File: src/rtl/event_pulse_feeder_pkg.sv
// Shared definitions for the event pulse feeder: FSM state encoding and default sizes.
package event_pulse_feeder_pkg;

  typedef enum logic [1:0] {
    IDLE  = 2'd0,
    SEND  = 2'd1,
    GAPW  = 2'd2,
    STALL = 2'd3
  } feederState_t;

  localparam int DEFAULT_CNT_W = 8;
  localparam int DEFAULT_GAP   = 0;
  localparam int EV_NUM_W      = 4;

endpackage

File: src/rtl/event_pulse_feeder_sat_counter.sv
// Saturating add-and-decrement for the pending-event count.
// Works one bit wider than the count so a carry out means the result clipped at all-ones.
module sat_counter
  import event_pulse_feeder_pkg::*;
#(
  parameter int W  = DEFAULT_CNT_W,
  parameter int AW = EV_NUM_W
) (
  input  logic [W-1:0]  i_cur,
  input  logic [AW-1:0] i_add,
  input  logic          i_dec,
  output logic [W-1:0]  o_next,
  output logic          o_sat
);

  localparam int WX = W + 1;

  logic [W:0] w_sum;

  // The caller only decrements a non-zero count, so the wide sum never underflows.
  always_comb begin
    w_sum  = {1'b0, i_cur} + WX'(i_add) - WX'(i_dec);
    o_sat  = w_sum[W];
    o_next = o_sat ? {W{1'b1}} : w_sum[W-1:0];
  end

endmodule

File: src/rtl/event_pulse_feeder.sv
// Turns batches of events into single-cycle pulses toward a clock-domain crossing,
// honouring downstream back-pressure and an optional idle gap between pulses.
module event_pulse_feeder
  import event_pulse_feeder_pkg::*;
#(
  parameter int CNT_W = DEFAULT_CNT_W,
  parameter int GAP   = DEFAULT_GAP
) (
  input  logic                clkin,
  input  logic                clr_in,
  input  logic                ev_valid,
  input  logic [EV_NUM_W-1:0] ev_num,
  input  logic                flush,
  input  logic                full,
  output logic                sigout,
  output logic [CNT_W-1:0]    pending,
  output logic                ovf,
  output logic                busy
);

  localparam int GCW = (GAP > 1) ? $clog2(GAP) : 1;

  feederState_t        r_state;
  feederState_t        w_stateNext;
  logic [CNT_W-1:0]    r_pending;
  logic [CNT_W-1:0]    w_pendNext;
  logic [GCW-1:0]      r_gapCnt;
  logic [GCW-1:0]      w_gapCntNext;
  logic                r_sigout;
  logic                r_ovf;
  logic                w_pulse;
  logic                w_sat;
  logic                w_pendNz;
  logic [EV_NUM_W-1:0] w_add;

  assign w_pendNz = (r_pending != '0);
  assign w_add    = ev_valid ? ev_num : '0;

  sat_counter #(
    .W  (CNT_W),
    .AW (EV_NUM_W)
  ) u_satCounter (
    .i_cur  (r_pending),
    .i_add  (w_add),
    .i_dec  (w_pulse),
    .o_next (w_pendNext),
    .o_sat  (w_sat)
  );

  // A pulse is only ever issued from SEND with work pending and no back-pressure.
  always_comb begin
    w_stateNext  = r_state;
    w_gapCntNext = r_gapCnt;
    w_pulse      = 1'b0;
    unique case (r_state)
      IDLE: begin
        if (w_pendNz) w_stateNext = SEND;
      end
      SEND: begin
        if (!w_pendNz) begin
          w_stateNext = IDLE;
        end else if (full) begin
          w_stateNext = STALL;
        end else begin
          w_pulse = 1'b1;
          if (GAP > 0) begin
            w_stateNext  = GAPW;
            w_gapCntNext = '0;
          end
        end
      end
      GAPW: begin
        if (int'(r_gapCnt) >= GAP - 1) begin
          w_gapCntNext = '0;
          w_stateNext  = w_pendNz ? SEND : IDLE;
        end else begin
          w_gapCntNext = r_gapCnt + 1'b1;
        end
      end
      STALL: begin
        if (!full) w_stateNext = SEND;
      end
      default: w_stateNext = IDLE;
    endcase
  end

  // Flush drops everything including a same-cycle batch, but leaves the sticky overflow alone.
  always_ff @(posedge clkin) begin
    if (clr_in) begin
      r_state   <= IDLE;
      r_pending <= '0;
      r_gapCnt  <= '0;
      r_sigout  <= 1'b0;
      r_ovf     <= 1'b0;
    end else if (flush) begin
      r_state   <= IDLE;
      r_pending <= '0;
      r_gapCnt  <= '0;
      r_sigout  <= 1'b0;
    end else begin
      r_state   <= w_stateNext;
      r_pending <= w_pendNext;
      r_gapCnt  <= w_gapCntNext;
      r_sigout  <= w_pulse;
      r_ovf     <= r_ovf | w_sat;
    end
  end

  assign sigout  = r_sigout;
  assign pending = r_pending;
  assign ovf     = r_ovf;
  assign busy    = w_pendNz || (r_state != IDLE);

endmodule

File: config.mk
export PLATFORM = sky130hd
export DESIGN_NAME = event_pulse_feeder
export DESIGN_NICKNAME = d
export VERILOG_FILES = /design/src/rtl/event_pulse_feeder_pkg.sv /design/src/rtl/event_pulse_feeder_sat_counter.sv /design/src/rtl/event_pulse_feeder.sv
export SDC_FILE = /design/constraint.sdc
export NUM_CORES = 1
export LEC_CHECK = 0
export CORE_MARGIN = 4
export CORE_UTILIZATION = 32
export DETAILED_ROUTE_END_ITERATION = 7
export PLACE_DENSITY_LB_ADDON = 0.2
export SETUP_SLACK_MARGIN = 0.4
export SYNTH_ARGS = -nofsm -noshare
export SYNTH_HDL_FRONTEND = slang
export SYNTH_SLANG_ARGS = --single-unit
File: constraint.sdc
create_clock -name clkin -period 3.6 [get_ports clkin]
set_clock_uncertainty 0.05 [all_clocks]
set_input_delay 0.36 -clock clkin [delete_from_list [all_inputs] [get_ports clkin]]
set_output_delay 0.36 -clock clkin [all_outputs]
set_load 0.02 [all_outputs]
==> impl_metrics.yaml, run 1 <==
worst_hold_path:
  worstHoldPathCells: 2
  hp-start: "ovf"
  hold_path_class: "register to register"
finish:
  num_antenna_cells: 0
  final_common_cell: "clkdlybuf4s50_1"
  most-common-layout-cells: "clkdlybuf4s50_1, inv_1, ha_1"
  drive_gt1_share_pct: 30.07
  nets: 172
  syn_to_final_growth_pct: 46.63
flow_run:
  drv_cap: 0
clock_network:
  clock-sinks: 12
  cts_made_buffers: 3
  cts_tree: "done"
  clk_pin_slew_worst_paths_ns: 0.08
  insertion_delay_ns: 0.28
  cts_buffer_depth: 2
  htreeDepth: 1
  root_buffer: "clkbuf_4"
worst_setup_path:
  critPathLaunch: "pending[7]"
  worst_ep_arrival_time_ns: 3.27
  critPathLaunchType: "register"
  cp_max_fo: 5
  worstSetupPathType: "register to register"
  r2r_start: "pending[7]"
  required_ns: 3.71
  rr_worst_depth: 15
  end_kind: "register"
placed_design:
  gp_congestion: 0.8252
  dp_hpwl_um: 1615
  io_buffers: 19
logic_synthesis:
  synth_cell_type_count: 30
  synthXorXnorAreaFrac_pct: 6.473
  ys_seq_elements: 12
  syn_area_um2: 947.2
  avgSynthCellArea_um2: 8.382
  synth.net_count: 140
  synthMuxAreaShare_pct: 1.585
  synth_compound_area_share_pct: 18.89
  synthAdderAreaFrac_pct: 24.57
  yosysWarningCount: 0
  synth_top_family_by_area: "adder cells"
  syn_inst: 113
  synth.yosys.seq_area_share_pct: 25.36
  synth-simple-area-share_pct: 14.80
timing:
  slew-limit-headroom_pct: 65.65
  slew_viol_final: 0
  clock.fmax_mhz: 315.5
  tns_ns: 0
  period_minus_slack_ns: 3.169
  setup_viol: 0
  hold_viol: 0
  holdWs_ns: 0.4450
  tightest_slew_ns: 0.5105
  post-route-period-util_pct: 88.04
  rsz0062_at_grt: "true"
global_routing:
  grt-ovfl-total: 0
  grt_first_pass_wirelength_um: 3898
  track_usage_pct: 12.13
  grt_max_degree: 13
  grt_pass1_vias: 879
  antenna_found_initial: 0
drt:
  vias_per_cell: 4.862
  antenna_left: 0
  drt-initial-drc-count: 10
  drc_errors: 0
  routed_wl_um: 2255
  routedWlPerCell_um: 12.96
  vias: 846
  dr.pass1.iters: 3
floorplanning:
  initial_utilization_pct: 34.05
  dieArea_mm2: 0.003894
  die_w_um: 62.41
  fp.coreArea_mm2: 0.002781
  io_pins: 20
  die_y_um: 62.41
  row_count: 19
outcome:
  outcome: "finished clean"
==> final timing paths <==
check               endpoint  slack, ns
setup / recovery  pending[4]       0.43
hold reg to reg          ovf       0.44
hold / removal           ovf       0.44
setup reg to reg  pending[4]       0.43
==> layout make-up <==
cell class	instances	area, um2
Clock buffer	3	22.52
Fill cell	260	1393
Inverter	20	77.57
Multi-Input combinational cell	81	754.5
Sequential cell	12	245.2
Tap cell	31	38.79
Timing Repair Buffer	27	250.2
==> Yosys cell counts <==
library cell  number  area share [%]
o211ai_1           1            0.79
nor2_2             1            0.66
nand2b_1           4             2.6
mux2_4             1             1.6
inv_1             20             7.9
xnor2_1            3             2.8
dfxtp_1           12              25
a21o_1             3             2.4
a211oi_2           1             1.3
or2_2              2             1.3
a211o_1            1            0.92
nor4_1             1            0.66
o21ba_2            1             1.1
nor2_1             8             3.2
ha_1              17              22
fa_1               1             2.1
o21ai_2            2             1.8
xor2_1             4             3.7
nand3_1            1            0.53
o22ai_1            1            0.66
a211oi_1           1            0.79
o31ai_1            1            0.79
clkbuf_1           1            0.40
a21oi_1           12             6.3
or4b_4             1             1.5
nor2b_1            1            0.66
or2b_2             1            0.92
nand2_1            7             2.8
o21ai_0            2             1.1
o31a_1             1            0.92
==> critical path, cell delays in order (launching register included) <==
cell and delay, ns:
dfxtp_2 0.34, inv_4 0.06, ha_4 0.11, or4b_4 0.47, o21ai_4 0.14, or2_4 0.14
nand3_2 0.07, nand2_1 0.08, ha_2 0.18, inv_2 0.04, fa_2 0.33, nand2b_4 0.15
a211o_1 0.31, a21oi_4 0.29, xnor2_4 0.21, a21oi_2 0.08
==> repair_timing <==
item,4_1_cts,5_1_grt
gates cloned,1,0
endpoints found under the setup margin,9,9
gates resized for setup,18,7
pin swaps,13,10
hold buffers,0,0
setup buffers,7,1
==> flip-flops by register name (all words and copies together) (netlist names) <==
signal	cells
pending	8
sigout	1
ovf	1
r_state	2
==> routing by layer <==
metal / GRT usage, % / wire [um] / part of all wire [%] / up-vias
li1: - / - / - / 438
met1: 13.85 / 970 / 43 / 396
met2: 20.98 / 1195 / 53 / 10
met3: 4.676 / 84 / 3.7 / 2
met4: 3.183 / 4 / 0.18 / 0
met5: 0 / 0 / 0 / -
==> logic make-up (layout without fill, tap and decap cells) <==
| kind of cell | count (synthesis) | count (layout) |
|---|---|---|
| compound gates | 27 | 27 |
| flops | 12 | 12 |
| buf+inv | 21 | 50 |
| xor+xnor | 7 | 8 |
| simple gates | 27 | 27 |
| mux | 1 | 1 |
| fa+ha+maj | 18 | 18 |
==> stage by stage <==
stage / instances / area [um2] / setup slack [ns] / util [%]
floorplan: 113 / 958.4 / 0.4352 / -
global placement: 162 / 1184 / 0.2555 / 42.56
detailed placement: 162 / 1184 / 0.2075 / 42.56
CTS: 173 / 1355 / 0.3227 / 48.72
global route: 174 / 1389 / 0.3093 / 49.93
finish: 174 / 1389 / 0.4307 / 49.93
Power of run 1 is left out: the tool's default activity adds up to more than one toggle a clock period on the data nets, which glitch-free logic cannot reach.
==> run 2: changes to the inputs <==
Settings changed: SYNTH_HIERARCHICAL set to 1.
==> impl_metrics.yaml, run 2 <==
floorplanning:
  die_w_um: 65.55
  dieArea_mm2: 0.004296
  row_count: 20
  initial_utilization_pct: 34.15
  fp.coreArea_mm2: 0.003103
  die_y_um: 65.55
  io_pins: 20
timing:
  holdWs_ns: 0.4379
  tightest_slew_ns: 0.6426
  slew-limit-headroom_pct: 57.00
  rsz0062_at_grt: "false"
  tns_ns: 0
  hold_viol: 0
  setup_viol: 0
  fin_ws_ns: 0.6015
  post-route-period-util_pct: 83.29
  clock.fmax_mhz: 333.5
  slew_viol_final: 0
  period_minus_slack_ns: 2.998
power_and_ir_drop:
  p_int_uw: 793.4
  power_frac_seq_pct: 17.7
  ir_drop_uv: 376.5
  swShare_pct: 46.85
  power_leakage_uw: 0.0005913
  switchingPower_uw: 699.3
  clkPwrFrac_pct: 5.3
  power.share.combinational_pct: 77.0
  p_per_area_mw_per_mm2: 1093
drt:
  drt-initial-drc-count: 14
  routed_wl_um: 2185
  vias: 874
  met3_length_um: 133
  vias_per_cell: 4.482
  drc_errors: 0
  routedWlPerCell_um: 11.21
  wl_met2_um: 1042
  antenna_left: 0
  dr.pass1.iters: 4
  drt-met1-wl_um: 1009
  top_layer: "met3"
clock_network:
  cts_made_buffers: 3
  clk_pin_slew_worst_paths_ns: 0.07
  root_buffer: "clkbuf_4"
  htreeDepth: 1
  cts_tree: "done"
  insertion_delay_ns: 0.27
  clock-sinks: 12
  cts_buffer_depth: 2
worst_setup_path:
  rr_worst_depth: 12
  required_ns: 3.76
  worst_ep_arrival_time_ns: 3.16
  end_kind: "register"
  r2r_start: "pending[6]"
  regToRegEndpoint: "pending[3]"
  worstSetupPathType: "register to register"
  cp_max_fo: 8
  critPathLaunchType: "register"
  rrSetupSlack_ns: 0.60
logic_synthesis:
  synth_compound_area_share_pct: 13.93
  yosysWarningCount: 6
  synth_top_family_by_area: "simple AND/OR/NAND/NOR gates"
  synth_common_cells: "inv_1, ha_1, and2_1"
  syn_area_mm2: 0.001060
  synthXorXnorAreaFrac_pct: 4.132
  synth.net_count: 152
  synth_top_area_share_pct: 22.67
  synth-edff-count: 0
  synth_top_cell_by_area: "dfxtp_1"
  synth-simple-area-share_pct: 27.74
  synthMuxAreaShare_pct: 1.889
  synth_cell_type_count: 32
  synthTopCellsByArea: "dfxtp_1, ha_1, inv_1"
  async_flop_share_pct: 0
  avgSynthCellArea_um2: 8.411
  syn_inst: 126
  synth_most_common_cell: "inv_1"
  synth.yosys.seq_area_share_pct: 22.67
  ys_seq_elements: 12
  synthAdderAreaFrac_pct: 20.78
  synthFlopType: "dfxtp_1"
worst_hold_path:
  worstHoldPathCells: 2
  hp-start: "r_state[1]"
  hold_path_class: "register to register"
  min_to: "r_state[1]"
global_routing:
  track_usage_pct: 11.24
  grt_pass1_vias: 859
  antenna_found_initial: 0
  grt-ovfl-total: 0
  grt_max_degree: 14
  grt_first_pass_wirelength_um: 3726
placed_design:
  gp_congestion: 0.7710
  dp_hpwl_um: 1770
  place_ws_ns: 0.2829
  io_buffers: 19
finish:
  final_common_cell: "inv_1"
  drive_gt1_share_pct: 15.89
  nets: 179
  syn_to_final_growth_pct: 28.93
  num_antenna_cells: 0
  largest_reg_flops: 8
  most-common-layout-cells: "inv_1, clkdlybuf4s50_1, ha_1"
outcome:
  outcome: "finished clean"
flow_run:
  drv_cap: 0
-- run 2: changes by cell type after synthesis, moves of 3 or more --
cell     change
a21oi_1      -5
and2_1      +13
inv_1        +4
nand2_1      -4
or2_1        +3
-- run 2: worst max path at each step --
stage          cells past startpoint  slack [ns]         end        from
6_report                          12        0.60  pending[3]  pending[6]
5_1_grt                           12        0.39  pending[3]  pending[1]
4_1_cts                           12        0.41  pending[3]  pending[2]
3_5_place_dp                      13        0.28  pending[3]    ev_valid
3_3_place_gp                      13        0.33  pending[3]    ev_valid
2_1_floorplan                     12        0.56  pending[3]  pending[5]
-- run 2: layout make-up --
type / instances / area [um2]
Inverter: 24 / 90.09
Sequential cell: 12 / 244.0
Fill cell: 328 / 1737
Multi-Input combinational cell: 89 / 734.5
Timing Repair Buffer: 23 / 220.2
Tap cell: 44 / 55.05
Clock buffer: 3 / 22.52
-- run 2: critical path, stage by stage (launching register included) --
cell and delay [ns]:
dfxtp_1 0.37, nor4_4 0.34, a21oi_2 0.12, ha_1 0.29, inv_1 0.04, ha_2 0.19
fa_2 0.39, a21oi_2 0.16, nor2_1 0.09, or4b_4 0.54, nand3_4 0.13, o21bai_1 0.11
and2_1 0.12
-- run 2: metal layers --
metal	vias to the layer above	global-route usage [%]
met3	0	4.957
met1	386	13.84
met4	0	3.109
met2	17	17.70
met5	-	0
li1	471	-
-- run 2: kinds of logic (layout without fill, tap and decap cells) --
logic type / Yosys count / count (layout)
mux: 2 / 2
xor+xnor: 5 / 5
flops: 12 / 12
simple gates: 44 / 44
buf+inv: 25 / 50
fa+ha+maj: 17 / 17
compound gates: 21 / 21
-- run 2: through the flow --
stage | power [uW] | area [um2] | instances | utilization [%]
after global routing | 1660 | 1366 | 195 | 44.03
after detailed placement | 1348 | 1301 | 188 | 41.94
after floorplan | 1074 | 1060 | 126 | -
final | 1493 | 1366 | 195 | 44.03
after global placement | 1338 | 1301 | 188 | 41.94
after CTS | 1454 | 1331 | 192 | 42.90
-- run 2: power by group through the flow --
stage / clock, uW / sequential, uW / combinational (uW)
5_1_grt: 90.4 / 272 / 1300
4_1_cts: 82.8 / 262 / 1110
3_3_place_gp: 0 / 263 / 1070
2_1_floorplan: 0 / 305 / 769
6_report: 79.0 / 264 / 1150
3_5_place_dp: 0 / 264 / 1080
-- run 2: what timing repair did --
item / in CTS / in global routing
setup buffers: 1 / 3
hold buffers: 0 / 0
pin swaps: 2 / 3
resized for setup: 0 / 6
endpoints found under the setup margin: 1 / 9
Power figures use the tool's default switching activity.
==> run 3: changes to the inputs <==
Clock period 3.6 ns to 2.7 ns, I/O delays scaled along.
==> impl_metrics.yaml, run 3 (synthesized netlist as in run 2, its figures left out) <==
outcome:
  outcome: "finished with violations"
  violations: "setup timing"
drt:
  vias_per_cell: 4.314
  dr.pass1.iters: 4
  routedWlPerCell_um: 10.20
  drt-initial-drc-count: 16
  drc_errors: 0
  vias: 949
  antenna_left: 0
  routed_wl_um: 2245
finish:
  utilization_pct: 50.73
  syn_to_final_growth_pct: 48.52
  num_antenna_cells: 0
  most-common-layout-cells: "buf_4, inv_1, clkdlybuf4s50_1"
  final_cells: 220
  largest_reg_flops: 8
  nets: 203
  drive_gt1_share_pct: 30.68
  final_common_cell: "buf_4"
  finalInstanceArea_mm2: 0.001574
worst_setup_path:
  rr_worst_depth: 12
  worstSetupPathType: "register to register"
  cp_max_fo: 8
  worst_ep_arrival_time_ns: 3.04
  end_kind: "register"
  critPathLaunchType: "register"
  required_ns: 2.86
placed_design:
  dp.cells: 212
  place_ws_ns: -0.3460
  gp_congestion: 0.7829
  io_buffers: 19
  dpl_cell_area_mm2: 0.001511
  dp_hpwl_um: 1929
timing:
  slew-limit-headroom_pct: 56.53
  tightest_slew_ns: 0.6497
  hold_viol: 0
  rsz0062_at_grt: "true"
  clock.fmax_mhz: 347.2
  post-route-period-util_pct: 106.7
  period_minus_slack_ns: 2.880
  setup_viol: 9
  fin_ws_ns: -0.1801
  slew_viol_final: 0
power_and_ir_drop:
  ir_drop_uv: 545.4
  finalPower_uw: 2276
  power_leakage_uw: 0.0007152
  p_per_area_mw_per_mm2: 1446
clock_network:
  cts_tree: "done"
  insertion_delay_ns: 0.28
  cts_hold_buf: 0
  cts_made_buffers: 3
  htreeDepth: 1
  cts_buffer_depth: 2
  root_buffer: "clkbuf_4"
  clock-sinks: 12
  clk_pin_slew_worst_paths_ns: 0.08
global_routing:
  grt_first_pass_wirelength_um: 4112
  track_usage_pct: 12.38
  grt_pass1_vias: 1000
  antenna_found_initial: 0
  grt_max_degree: 14
  grt-ovfl-total: 0
floorplanning:
  dieArea_mm2: 0.004296
  row_count: 20
  die_y_um: 65.55
  initial_utilization_pct: 34.15
  io_pins: 20
  die_w_um: 65.55
  fp.coreArea_mm2: 0.003103
flow_run:
  drv_cap: 0
worst_hold_path:
  hold_path_class: "register to register"
  worstHoldPathCells: 2
==> run 3: what timing repair did <==
| item | CTS | global route |
|---|---|---|
| gates resized for setup | 1 | 1 |
| pin swaps | 5 | 3 |
| buffers inserted | 4 | 0 |
| endpoints found under the setup margin | 9 | 9 |
==> run 3: area by class of cell <==
cell class	count	area (um2)
fillers	338	1529
inverters	24	90.09
clock buffers	4	26.28
multi-input cells	89	753.2
well taps	44	55.05
repair buffers	47	400.4
flip-flops and latches	12	249.0
==> run 3: path summary, 6_finish.rpt <==
path                            slack (ns)  startpoint    endpoint
worst max-delay path                 -0.18  pending[6]  pending[3]
worst min-delay path                  0.43         ovf         ovf
worst max register to register       -0.18  pending[6]  pending[3]
worst min register to register        0.43         ovf         ovf
==> run 3: critical path: stages, from the launching register on <==
cell	delay, ns
dfxtp_4	0.36
nor4_4	0.32
a21oi_2	0.12
ha_1	0.31
inv_2	0.05
ha_4	0.15
fa_2	0.35
a21oi_2	0.16
nor2_2	0.07
or4b_4	0.50
nand3_4	0.12
o21bai_1	0.11
and2_1	0.14
==> run 3: routing by layer <==
metal | up-vias | wire [um] | GRT usage, %
li1 | 515 | - | -
met1 | 414 | 1035 | 14.12
met2 | 16 | 1075 | 21.49
met3 | 4 | 93 | 3.761
met4 | 0 | 40 | 4.663
met5 | - | 0 | 0
==> run 3: per-stage QoR <==
| step | hold slack (ns) | setup TNS, ns |
|---|---|---|
| final | 0.4282 | -1.131 |
| after global placement | 0.4312 | -2.094 |
| after floorplan | 0.2924 | -0.9785 |
| after global routing | 0.4768 | -2.795 |
| after detailed placement | 0.4129 | -2.702 |
| after CTS | 0.4358 | -1.352 |
==> run 3: where the power goes <==
group	switching, uW	leakage (uW)	internal (uW)
Sequential	64.4	0.000101	257
Combinational	856	0.000599	982
Clock	59.1	0.0000150	57.3
